==> config.mk <==
export PLATFORM = sky130hd
export DESIGN_NAME = spram_rmw_flat
export DESIGN_NICKNAME = d
export VERILOG_FILES = /design/src/rtl/spram_rmw_pkg.sv /design/src/rtl/spram_rmw_if.sv /design/src/rtl/spram_rmw_merge.sv /design/src/rtl/spram_rmw.sv /design/src/flat_wrapper.sv
export SDC_FILE = /design/constraint.sdc
export NUM_CORES = 1
export LEC_CHECK = 0
export ABC_AREA = 1
export CAP_MARGIN = 20
export CORE_UTILIZATION = 38
export CTS_BUF_LIST = sky130_fd_sc_hd__clkbuf_4 sky130_fd_sc_hd__clkbuf_8
export CTS_CLUSTER_SIZE = 12
export DETAILED_ROUTE_END_ITERATION = 16
export HOLD_SLACK_MARGIN = 0.02
export PLACE_DENSITY = 0.72
export SYNTH_ARGS = -nofsm -noshare
export SYNTH_HDL_FRONTEND = slang
export SYNTH_SLANG_ARGS = --single-unit
==> constraint.sdc <==
create_clock -name clk -period 1.39 [get_ports clk]
set_input_delay 0.278 -clock clk [delete_from_list [all_inputs] [get_ports clk]]
set_output_delay 0.278 -clock clk [all_outputs]
set_load 0.03 [all_outputs]
==> src/rtl/spram_rmw_pkg.sv <==
// Shared encodings and lane helpers for the byte-addressed RAM adapter.
// Masks are built 32 bits wide and truncated by the user to its cell width.
package spram_rmw_pkg;

  localparam logic [1:0] SZ_BYTE = 2'd0;
  localparam logic [1:0] SZ_HALF = 2'd1;
  localparam logic [1:0] SZ_CELL = 2'd2;

  typedef enum logic [2:0] {
    IDLE  = 3'd0,
    RD    = 3'd1,
    RDATA = 3'd2,
    MRG   = 3'd3,
    WR    = 3'd4
  } state_t;

  // Bit position of the addressed lane; halfwords are aligned by dropping offset[0].
  function automatic logic [4:0] lane_shift(input logic [1:0] size, input logic [1:0] offset);
    case (size)
      SZ_BYTE: return {offset, 3'b000};
      SZ_HALF: return {offset[1], 4'b0000};
      default: return 5'd0;
    endcase
  endfunction

  function automatic logic [31:0] lane_mask(input logic [1:0] size, input logic [1:0] offset);
    case (size)
      SZ_BYTE: return 32'h0000_00ff << lane_shift(size, offset);
      SZ_HALF: return 32'h0000_ffff << lane_shift(size, offset);
      default: return 32'hffff_ffff;
    endcase
  endfunction

endpackage

==> src/rtl/spram_rmw_if.sv <==
// CPU-side data-memory port of the RAM adapter.
interface spram_rmw_if #(
  parameter int ADDR_WIDTH = 10,
  parameter int DATA_WIDTH = 32
);
  localparam int LSB = $clog2(DATA_WIDTH / 8);

  logic                      req;
  logic                      wr;
  logic [1:0]                size;
  logic [ADDR_WIDTH+LSB-1:0] addr;
  logic [DATA_WIDTH-1:0]     wdata;
  logic [DATA_WIDTH-1:0]     rdata;
  logic                      ack;
  logic                      busy;

  modport master (output req, wr, size, addr, wdata, input rdata, ack, busy);
  modport slave  (input req, wr, size, addr, wdata, output rdata, ack, busy);
endinterface

==> src/rtl/spram_rmw_merge.sv <==
// Replaces the addressed byte or halfword of a RAM cell with new store data.
module rmw_merge
  import spram_rmw_pkg::*;
#(
  parameter int DATA_WIDTH = 32,
  localparam int LANES = DATA_WIDTH / 8,
  localparam int LSB = $clog2(LANES)
) (
  input  logic [DATA_WIDTH-1:0] old,
  input  logic [DATA_WIDTH-1:0] wdata,
  input  logic [1:0]            size,
  input  logic [LSB-1:0]        offset,
  output logic [DATA_WIDTH-1:0] merged
);

  logic [DATA_WIDTH-1:0] mask;
  logic [DATA_WIDTH-1:0] ins;

  // Store data bits above the access size fall outside the mask and are dropped.
  assign mask   = DATA_WIDTH'(lane_mask(size, 2'(offset)));
  assign ins    = wdata << lane_shift(size, 2'(offset));
  assign merged = (old & ~mask) | (ins & mask);

endmodule

==> src/rtl/spram_rmw.sv <==
// Byte-addressed adapter onto a single-port RAM without lane enables; sub-cell
// stores are read-modify-write, sub-cell fetches return the lane zero-extended.
module spram_rmw
  import spram_rmw_pkg::*;
#(
  parameter int ADDR_WIDTH = 10,
  parameter int DATA_WIDTH = 32,
  localparam int LANES = DATA_WIDTH / 8,
  localparam int LSB = $clog2(LANES)
) (
  input  logic                  clk,
  input  logic                  arstn,
  spram_rmw_if.slave            bus,
  output logic [ADDR_WIDTH-1:0] ram_addr,
  output logic [DATA_WIDTH-1:0] ram_din,
  input  logic [DATA_WIDTH-1:0] ram_dout,
  output logic                  ram_we,
  output logic                  ram_re,
  output logic [LANES-1:0]      ram_lane
);

  // state | meaning
  // IDLE  | waiting for req
  // RD    | ram_re issued, cell read in flight
  // RDATA | ram_dout valid, fetch acknowledged
  // MRG   | ram_dout valid, merged cell loaded into ram_din
  // WR    | ram_we issued, store acknowledged
  state_t                state;
  logic                  wr_q;
  logic [1:0]            size_q;
  logic [LSB-1:0]        off_q;
  logic [DATA_WIDTH-1:0] wdata_q;
  logic                  ack_q;
  logic [1:0]            req_size;
  logic [DATA_WIDTH-1:0] merged;

  // A halfword fills a whole 16-bit cell, so it is treated as a full-cell access.
  always_comb begin
    req_size = bus.size;
    if (bus.size[1] || (bus.size == SZ_HALF && LANES == 2)) req_size = SZ_CELL;
  end

  rmw_merge #(.DATA_WIDTH(DATA_WIDTH)) u_merge (
    .old    (ram_dout),
    .wdata  (wdata_q),
    .size   (size_q),
    .offset (off_q),
    .merged (merged)
  );

  always_ff @(posedge clk or negedge arstn) begin
    if (!arstn) begin
      state    <= IDLE;
      wr_q     <= 1'b0;
      size_q   <= SZ_BYTE;
      off_q    <= '0;
      wdata_q  <= '0;
      ack_q    <= 1'b0;
      ram_we   <= 1'b0;
      ram_re   <= 1'b0;
      ram_addr <= '0;
      ram_din  <= '0;
    end else begin
      ack_q  <= 1'b0;
      ram_we <= 1'b0;
      ram_re <= 1'b0;
      case (state)
        IDLE: if (bus.req) begin
          ram_addr <= bus.addr[ADDR_WIDTH+LSB-1:LSB];
          off_q    <= bus.addr[LSB-1:0];
          size_q   <= req_size;
          wr_q     <= bus.wr;
          wdata_q  <= bus.wdata;
          if (bus.wr && req_size == SZ_CELL) begin
            ram_din <= bus.wdata;
            ram_we  <= 1'b1;
            ack_q   <= 1'b1;
            state   <= WR;
          end else begin
            ram_re <= 1'b1;
            state  <= RD;
          end
        end
        RD: begin
          if (wr_q) begin
            state <= MRG;
          end else begin
            ack_q <= 1'b1;
            state <= RDATA;
          end
        end
        RDATA: state <= IDLE;
        MRG: begin
          ram_din <= merged;
          ram_we  <= 1'b1;
          ack_q   <= 1'b1;
          state   <= WR;
        end
        WR:      state <= IDLE;
        default: state <= IDLE;
      endcase
    end
  end

  assign bus.ack   = ack_q;
  assign bus.busy  = (state != IDLE);
  assign bus.rdata = (ram_dout & DATA_WIDTH'(lane_mask(size_q, 2'(off_q))))
                     >> lane_shift(size_q, 2'(off_q));
  assign ram_lane  = '1;

endmodule

==> src/flat_wrapper.sv <==
// flat-port wrapper written by rule: the top's interface ports become plain ports
module spram_rmw_flat import spram_rmw_pkg::*;
#(
  parameter int ADDR_WIDTH = 10,
  parameter int DATA_WIDTH = 32,
  localparam int LANES = DATA_WIDTH / 8,
  localparam int LSB = $clog2(LANES)
)
  (clk, arstn, ram_addr, ram_din, ram_dout, ram_we, ram_re, ram_lane, bus_req, bus_wr, bus_size, bus_addr, bus_wdata, bus_rdata, bus_ack, bus_busy);
  spram_rmw_if #(.ADDR_WIDTH(ADDR_WIDTH), .DATA_WIDTH(DATA_WIDTH)) bus_i ();
  input  logic clk;
  input  logic arstn;
  output logic [ADDR_WIDTH-1:0] ram_addr;
  output logic [DATA_WIDTH-1:0] ram_din;
  input  logic [DATA_WIDTH-1:0] ram_dout;
  output logic ram_we;
  output logic ram_re;
  output logic [LANES-1:0] ram_lane;
  input wire logic [$bits(bus_i.req)-1:0] bus_req;
  input wire logic [$bits(bus_i.wr)-1:0] bus_wr;
  input wire logic [$bits(bus_i.size)-1:0] bus_size;
  input wire logic [$bits(bus_i.addr)-1:0] bus_addr;
  input wire logic [$bits(bus_i.wdata)-1:0] bus_wdata;
  output wire logic [$bits(bus_i.rdata)-1:0] bus_rdata;
  output wire logic [$bits(bus_i.ack)-1:0] bus_ack;
  output wire logic [$bits(bus_i.busy)-1:0] bus_busy;
  assign bus_i.req = bus_req;
  assign bus_i.wr = bus_wr;
  assign bus_i.size = bus_size;
  assign bus_i.addr = bus_addr;
  assign bus_i.wdata = bus_wdata;
  assign bus_rdata = bus_i.rdata;
  assign bus_ack = bus_i.ack;
  assign bus_busy = bus_i.busy;
  spram_rmw #(.ADDR_WIDTH(ADDR_WIDTH), .DATA_WIDTH(DATA_WIDTH)) u_core (.clk(clk), .arstn(arstn), .bus(bus_i), .ram_addr(ram_addr), .ram_din(ram_din), .ram_dout(ram_dout), .ram_we(ram_we), .ram_re(ram_re), .ram_lane(ram_lane));
endmodule
==> results of run 1 <==
## cell usage after synthesis, drive strengths merged, types with 8 or more instances
library cell  number  area [um^2]
inv               77          292
clkbuf            14         52.6
buf               28          168
nand2            253          995
nor2              43          169
a21oi             41          205
o211ai             8         60.1
o22ai             16          150
o21ai             95          475
dfrtp             85         2130
nand3             16         80.1
## layer usage
metal	global-route usage	vias up	routed length, um
met2	0.454	251	8620
li1	-	2654	-
met4	0.128	0	693
met3	0.0434	54	1140
met5	0	-	0
met1	0.357	2624	7710
## worst max-delay path by stage
| stage | startpoint | cells after the start | end | slack [ps] |
|---|---|---|---|---|
| final | u_core.size_q[0] | 9 | bus_rdata[1] | -710 |
| after global placement | ram_dout[30] | 6 | bus_rdata[22] | -310 |
| after detailed placement | ram_dout[30] | 6 | bus_rdata[22] | -330 |
| after global routing | u_core.size_q[0] | 8 | bus_rdata[1] | -780 |
| after floorplan | u_core.size_q[1] | 5 | bus_rdata[10] | -230 |
| after CTS | u_core.size_q[1] | 7 | bus_rdata[14] | -710 |
## layout by cell type, fill, tap and decap left out, types with 14 or more instances in the layout
master / count
a21oi_1: 39
buf_6: 26
clkdlybuf4s15_2: 21
nand2_2: 20
nor2_1: 24
nand2_4: 25
inv_2: 14
o21ai_0: 70
dfrtp_1: 84
clkdlybuf4s50_1: 80
nand2_1: 207
o21ai_1: 21
buf_12: 30
o22ai_4: 14
inv_1: 60
buf_4: 105
## kinds of logic (layout without fill, tap and decap cells)
| family | count (synthesis) | count (layout) | share of synthesized area |
|---|---|---|---|
| DFF | 85 | 85 | 0.443 |
| and+or+nand+nor | 313 | 313 | 0.260 |
| AOI/OAI and AO/OA | 162 | 162 | 0.189 |
| other | 1 | 4 | 0.000781 |
| buffers and inverters | 120 | 371 | 0.107 |
## layout make-up
class,instances,share of cell area
clock buffer,10,0.0164
tap,168,0.0250
timing repair buffer,276,0.343
clock inverter,6,0.00640
sequential,85,0.253
timing repair inverter,1,0.000744
multi-input combinational,479,0.319
inverter,78,0.0367
## metrics by stage
step | instance area, um^2 | util | instances | TNS, ps | total power, uW
final | 8410 | 0.692 | 1103 | -29350 | 21800
after CTS | 8210 | 0.675 | 1090 | -29480 | 21000
after global routing | 8410 | 0.692 | 1103 | -34040 | 23100
after global placement | 7680 | 0.631 | 1066 | -19330 | 17800
after detailed placement | 7680 | 0.631 | 1066 | -22860 | 18200
after floorplan | 5160 | - | 684 | -6250 | 12300
## sequential cells by signal, indices dropped and copies added, names as in the netlist
signal	cells
u_core.off_q	2
u_core.ram_we	1
u_core.ram_din	32
u_core.size_q	2
u_core.bus.ack	1
u_core.state	3
u_core.ram_addr	10
u_core.ram_re	1
u_core.wdata_q	32
u_core.wr_q	1
## worst max-delay path: cells and delay by family (launching register included)
family                 cells  cell delay (ps)
AO/OA/AOI/OAI              1              110
buffers and inverters      2              220
AND/OR/NAND/NOR            6              700
flip-flops                 1              420
## what timing repair did
action	4_1_cts	5_1_grt
cloned	4	0
gates resized for setup	154	54
hold buffers	1	0
setup endpoints to repair	95	75
pin swaps	8	4
buffers inserted	3	13
endpoints found under the hold margin	16	0
## report_power, final
group	internal (uW)	switching, uW	total [uW]
Sequential	3690	852	4540
Combinational	6760	8690	15500
Clock	734	1040	1770
Total	11200	10600	21800
==> results by group, run 1 <==
Routing
  – Routed WL: 18.2 mm
  – Drt pass-1 iters: 5
  – DR iter-0 viols: 485
  – DRC Markers: 0
  – Via count: 5583
  – Post-DR wirelength/cell: 16.5 um
  – Routed Antenna Nets: 0
  – Vias per inst: 5.06

Global routing
  – Largest net degree at the start of global routing: 39
  – Initial antenna violation count: 0
  – Total congestion overflow: 0
  – GRT Util Overall: 0.276
  – Vias in the first global route: 5566
  – First-pass GRT wire length: 27.6 mm

Timing
  – Hold Vio Cnt, Final: 0
  – FMAX: 0.477 GHz
  – Final worst slack: -708 ps
  – Hold WS: 327 ps
  – Skew final: 13.8 ps
  – Tmin final: 2100 ps
  – Final period utilization: 1.51
  – RSZ-0062 raised after global routing: yes
  – Number of endpoints failing setup at the final stage: 64
  – Slew Limit Fails: 0

Setup path
  – Crit path top cell by count: nand2_2
  – Crit-path slowest cell: dfrtp_1
  – Crit. End Element: primary output
  – R2r endpoint: u_core.ram_din[24]
  – Critical path startpoint category: register
  – Worst path cell trace: nor2_4 > nand2_2 > nand2_4 > inv_8 > nand2_2 > o22ai_4 > nand2_2 > nand2_4 > buf_4
  – R2r worst-path depth: 12
  – Slowest stage delay, CP: 420 ps
  – R2R Setup Slk: -390 ps
  – Setup CP Type: register to primary output
  – Worst R2R Start: u_core.size_q[0]
  – Crit path DAT: 1820 ps
  – Worst endpoint required time: 1110 ps
  – Worst Path Max Fanout: 5

Final layout
  – Area occupied by multi-input gates: 0.00268 mm^2
  – Area delta synth->final: 75.2%
  – Reg area: 0.00213 mm^2
  – Fillcell total: 970
  – Share of cells above drive strength 1: 0.341
  – Antenna diode count: 0
  – NumNets Final: 1012

Run status
  – Failing checks: negative setup slack
  – Status: complete, but fails checks

Floorplan
  – Die X: 114 um
  – Num rows: 40
  – Initial Utilization: 0.395
  – Chip Height: 114 um
  – Die area: 0.0131 mm^2
  – Io pins: 164
  – Core area: 0.0122 mm^2

Worst hold path
  – Hold Crit Class: input pin to async pin

Yosys
  – Syn avg cell area: 7.05 um^2
  – Post-synth ARST share: 1.00
  – Yosys cell types: 26
  – Number of synthesized flops with an enable pin: 0
  – Sequential area share after synthesis: 0.443
  – Ys flop type: dfrtp_1
  – Yosys warnings: 0
  – Mapped Cells: 681
  – Syn Std Cell Area: 0.00480 mm^2
  – Flops & latches, synth: 85

Clocking
  – Worst-Skew Late Latency: 380 ps
  – Root buffer cell: clkbuf_8
  – CTS H-tree depth: 3
  – CTS tree: done
  – CTS sink count: 85
  – Clock-pin slew on the worst setup and hold paths: 90 ps
  – CTS Buffer Depth: 2
  – CTS buffer count: 9

Place
  – DP HPWL: 12.9 mm
  – Routability congestion estimate: 0.916
  – Pre-CTS WS: -330 ps
  – IO buf count: 159

Pwr
  – P per Cell Area: 2590 mW/mm^2
  – VDD IR max: 1290 uV
  – Pleak: 0.00413 uW

Flow run
  – Max_cap viols: 0
Note: power is estimated with default switching activity, not from simulation.
==> run 2, diff against run 1 <==
CAP_MARGIN = default   (was 20)
==> results of run 2 <==
Same layout as run 1: the final DEF is identical, and so are final timing and power.
==> run 3, diff against run 2 <==
CORE_UTILIZATION = 47   (was 38)
PLACE_DENSITY = 0.82   (was 0.72)
clock period = 2.3 ns   (was 1.39 ns; I/O delays follow)
==> results by group, run 3 (synthesis results as in run 1) <==
Place
  – Routability congestion estimate: 0.860 (-6.1%)
  – Cell area after placement: 0.00647 mm^2 (-16%)
  – DP HPWL: 11.1 mm (-14%)
  – Pre-CTS WS: 109 ps (+439 ps)
  – DP Cell Count: 944 (-11%)
  – IO buf count: 159 (unchanged)

Setup path
  – Critical path startpoint category: register
  – R2R Setup Slk: 430 ps (+820 ps)
  – Setup CP Type: register to primary output
  – Crit path DAT: 1830 ps (about the same)
  – Worst endpoint required time: 1840 ps (+730 ps)
  – Worst R2R Start: u_core.size_q[1]
  – R2r endpoint: u_core.ram_din[29]
  – Crit. End Element: primary output
  – R2r worst-path depth: 10 (-2)
  – Worst Path Max Fanout: 17 (+12)

Timing
  – Number of endpoints failing setup at the final stage: 0 (-100%)
  – FMAX: 0.438 GHz
  – Skew final: 8.73 ps (-5.07 ps)
  – Final period utilization: 0.994
  – Tmin final: 2290 ps
  – Slew Limit Fails: 0 (unchanged)
  – Setup tns final: 0 ps (+29350 ps)
  – Hold Vio Cnt, Final: 0 (unchanged)
  – Max-slew headroom: 0.445
  – RSZ-0062 raised after global routing: yes
  – Worst Tran Pin Value: 831 ps
  – Final worst slack: 14.8 ps (+723 ps)

Final layout
  – Antenna diode count: 0 (unchanged)
  – Commonest non-fill, non-tap cells in the layout: 235 x nand2_1, 126 x clkdlybuf4s50_1, 88 x o21ai_0, 84 x dfrtp_1, 68 x inv_1
  – Area delta synth->final: 48.9%
  – Share of cells above drive strength 1: 0.150 (-0.192)
  – Largest registers: u_core.ram_din: 32 flops, u_core.wdata_q: 32 flops, u_core.ram_addr: 10 flops
  – Fin area: 0.00715 mm^2 (-15%)
  – Fillcell total: 805 (-17%)
  – Commonest non-fill, non-tap cell in the layout: nand2_1
  – Final std cells w/o fill: 975 (-12%)
  – NumNets Final: 919 (-9.2%)

Floorplan
  – Die area: 0.0106 mm^2 (-19%)
  – Num rows: 36 (-10%)
  – Core area: 0.00982 mm^2 (-19%)
  – Io pins: 164 (unchanged)
  – Chip Height: 103 um (-9.9%)
  – Initial Utilization: 0.489 (+0.0942)
  – Die X: 103 um (-9.9%)

Run status
  – Status: complete, no violations

Clocking
  – CTS H-tree depth: 3 (unchanged)
  – Clock-pin slew on the worst setup and hold paths: 100 ps (about the same)
  – CTS Buffer Depth: 2 (unchanged)
  – Worst-Skew Late Latency: 370 ps (about the same)
  – CTS sink count: 85 (unchanged)
  – CTS buffer count: 9 (unchanged)
  – Root buffer cell: clkbuf_8
  – CTS tree: done

Global routing
  – Initial antenna violation count: 0 (unchanged)
  – Largest net degree at the start of global routing: 86 (+120%)
  – First-pass GRT wire length: 24.4 mm (-12%)
  – GRT Util Overall: 0.308 (+0.0318)
  – Vias in the first global route: 4790 (-14%)
  – Total congestion overflow: 0 (unchanged)

Worst hold path
  – Hold Crit Class: input pin to async pin

Routing
  – DRC Markers: 0 (unchanged)
  – Via count: 5214 (-6.6%)
  – DR iter-0 viols: 358 (-26%)
  – Routed Antenna Nets: 0 (unchanged)
  – Drt pass-1 iters: 5 (unchanged)
  – Routed WL: 16.3 mm (-10%)
  – Post-DR wirelength/cell: 16.7 um (+1.4%)
  – Vias per inst: 5.35 (+5.7%)

Flow run
  – Max_cap viols: 0 (unchanged)

Pwr
  – P per Cell Area: 1610 mW/mm^2 (-38%)
  – Pleak: 0.00349 uW (-16%)
  – VDD IR max: 1270 uV (-1.4%)
## run 3: routing by layer
layer,up-vias,GRT usage,part of all wire
li1,2461,-,-
met1,2453,0.414,0.43
met2,266,0.494,0.47
met3,34,0.0624,0.078
met4,0,0.111,0.025
met5,-,0.0144,0
## run 3: through the flow
step           total power (uW)   util  hold WS (ps)
6_report                  11500  0.728          88.8
5_1_grt                   12200  0.728           140
4_1_cts                   10900  0.695           147
3_5_place_dp               9290  0.659           464
3_3_place_gp               9150  0.659           452
2_1_floorplan              6800      -           164
## run 3: power breakdown
part           internal [uW]  switching [uW]  leakage [uW]
combinational           2950            4690       0.00233
clock                    628             615      0.000116
sequential              2230             403       0.00104
## run 3: cell type report
| type | instances | area [um^2] | share of cell area |
|---|---|---|---|
| Tap cell | 133 | 166 | 0.0233 |
| Clock inverter | 7 | 103 | 0.0144 |
| Multi-Input combinational cell | 479 | 2370 | 0.332 |
| Timing Repair Buffer | 184 | 1940 | 0.272 |
| Sequential cell | 85 | 2130 | 0.298 |
| Clock buffer | 9 | 124 | 0.0173 |
| Inverter | 78 | 309 | 0.0432 |
## run 3: what timing repair did
| action | in CTS | in global routing |
|---|---|---|
| hold buffers | 0 | 0 |
| gates cloned | 1 | 2 |
| gates resized for setup | 17 | 47 |
| pin swaps | 3 | 10 |
| setup endpoints to repair | 30 | 32 |
| setup buffers | 5 | 7 |
## run 3: worst max path at each step
stage | slack [ps] | to | startpoint | cells after the start
after floorplan | 320 | bus_rdata[10] | u_core.size_q[1] | 6
after global placement | 210 | u_core.size_q[0] | bus_req | 6
after detailed placement | 110 | u_core.ram_din[3] | bus_req | 9
after CTS | -20 | bus_rdata[0] | u_core.size_q[1] | 8
after global routing | -60 | bus_rdata[22] | u_core.off_q[0] | 9
final | 10 | bus_rdata[0] | u_core.size_q[1] | 9
## run 3: critical path, cell delays in order (launching register included)
cell	delay, ps
dfrtp_2	450
nor2_4	220
nand2_4	100
nand2_4	110
inv_8	90
nand2_8	90
o22ai_4	70
nand2_1	90
nand2_2	90
buf_12	150
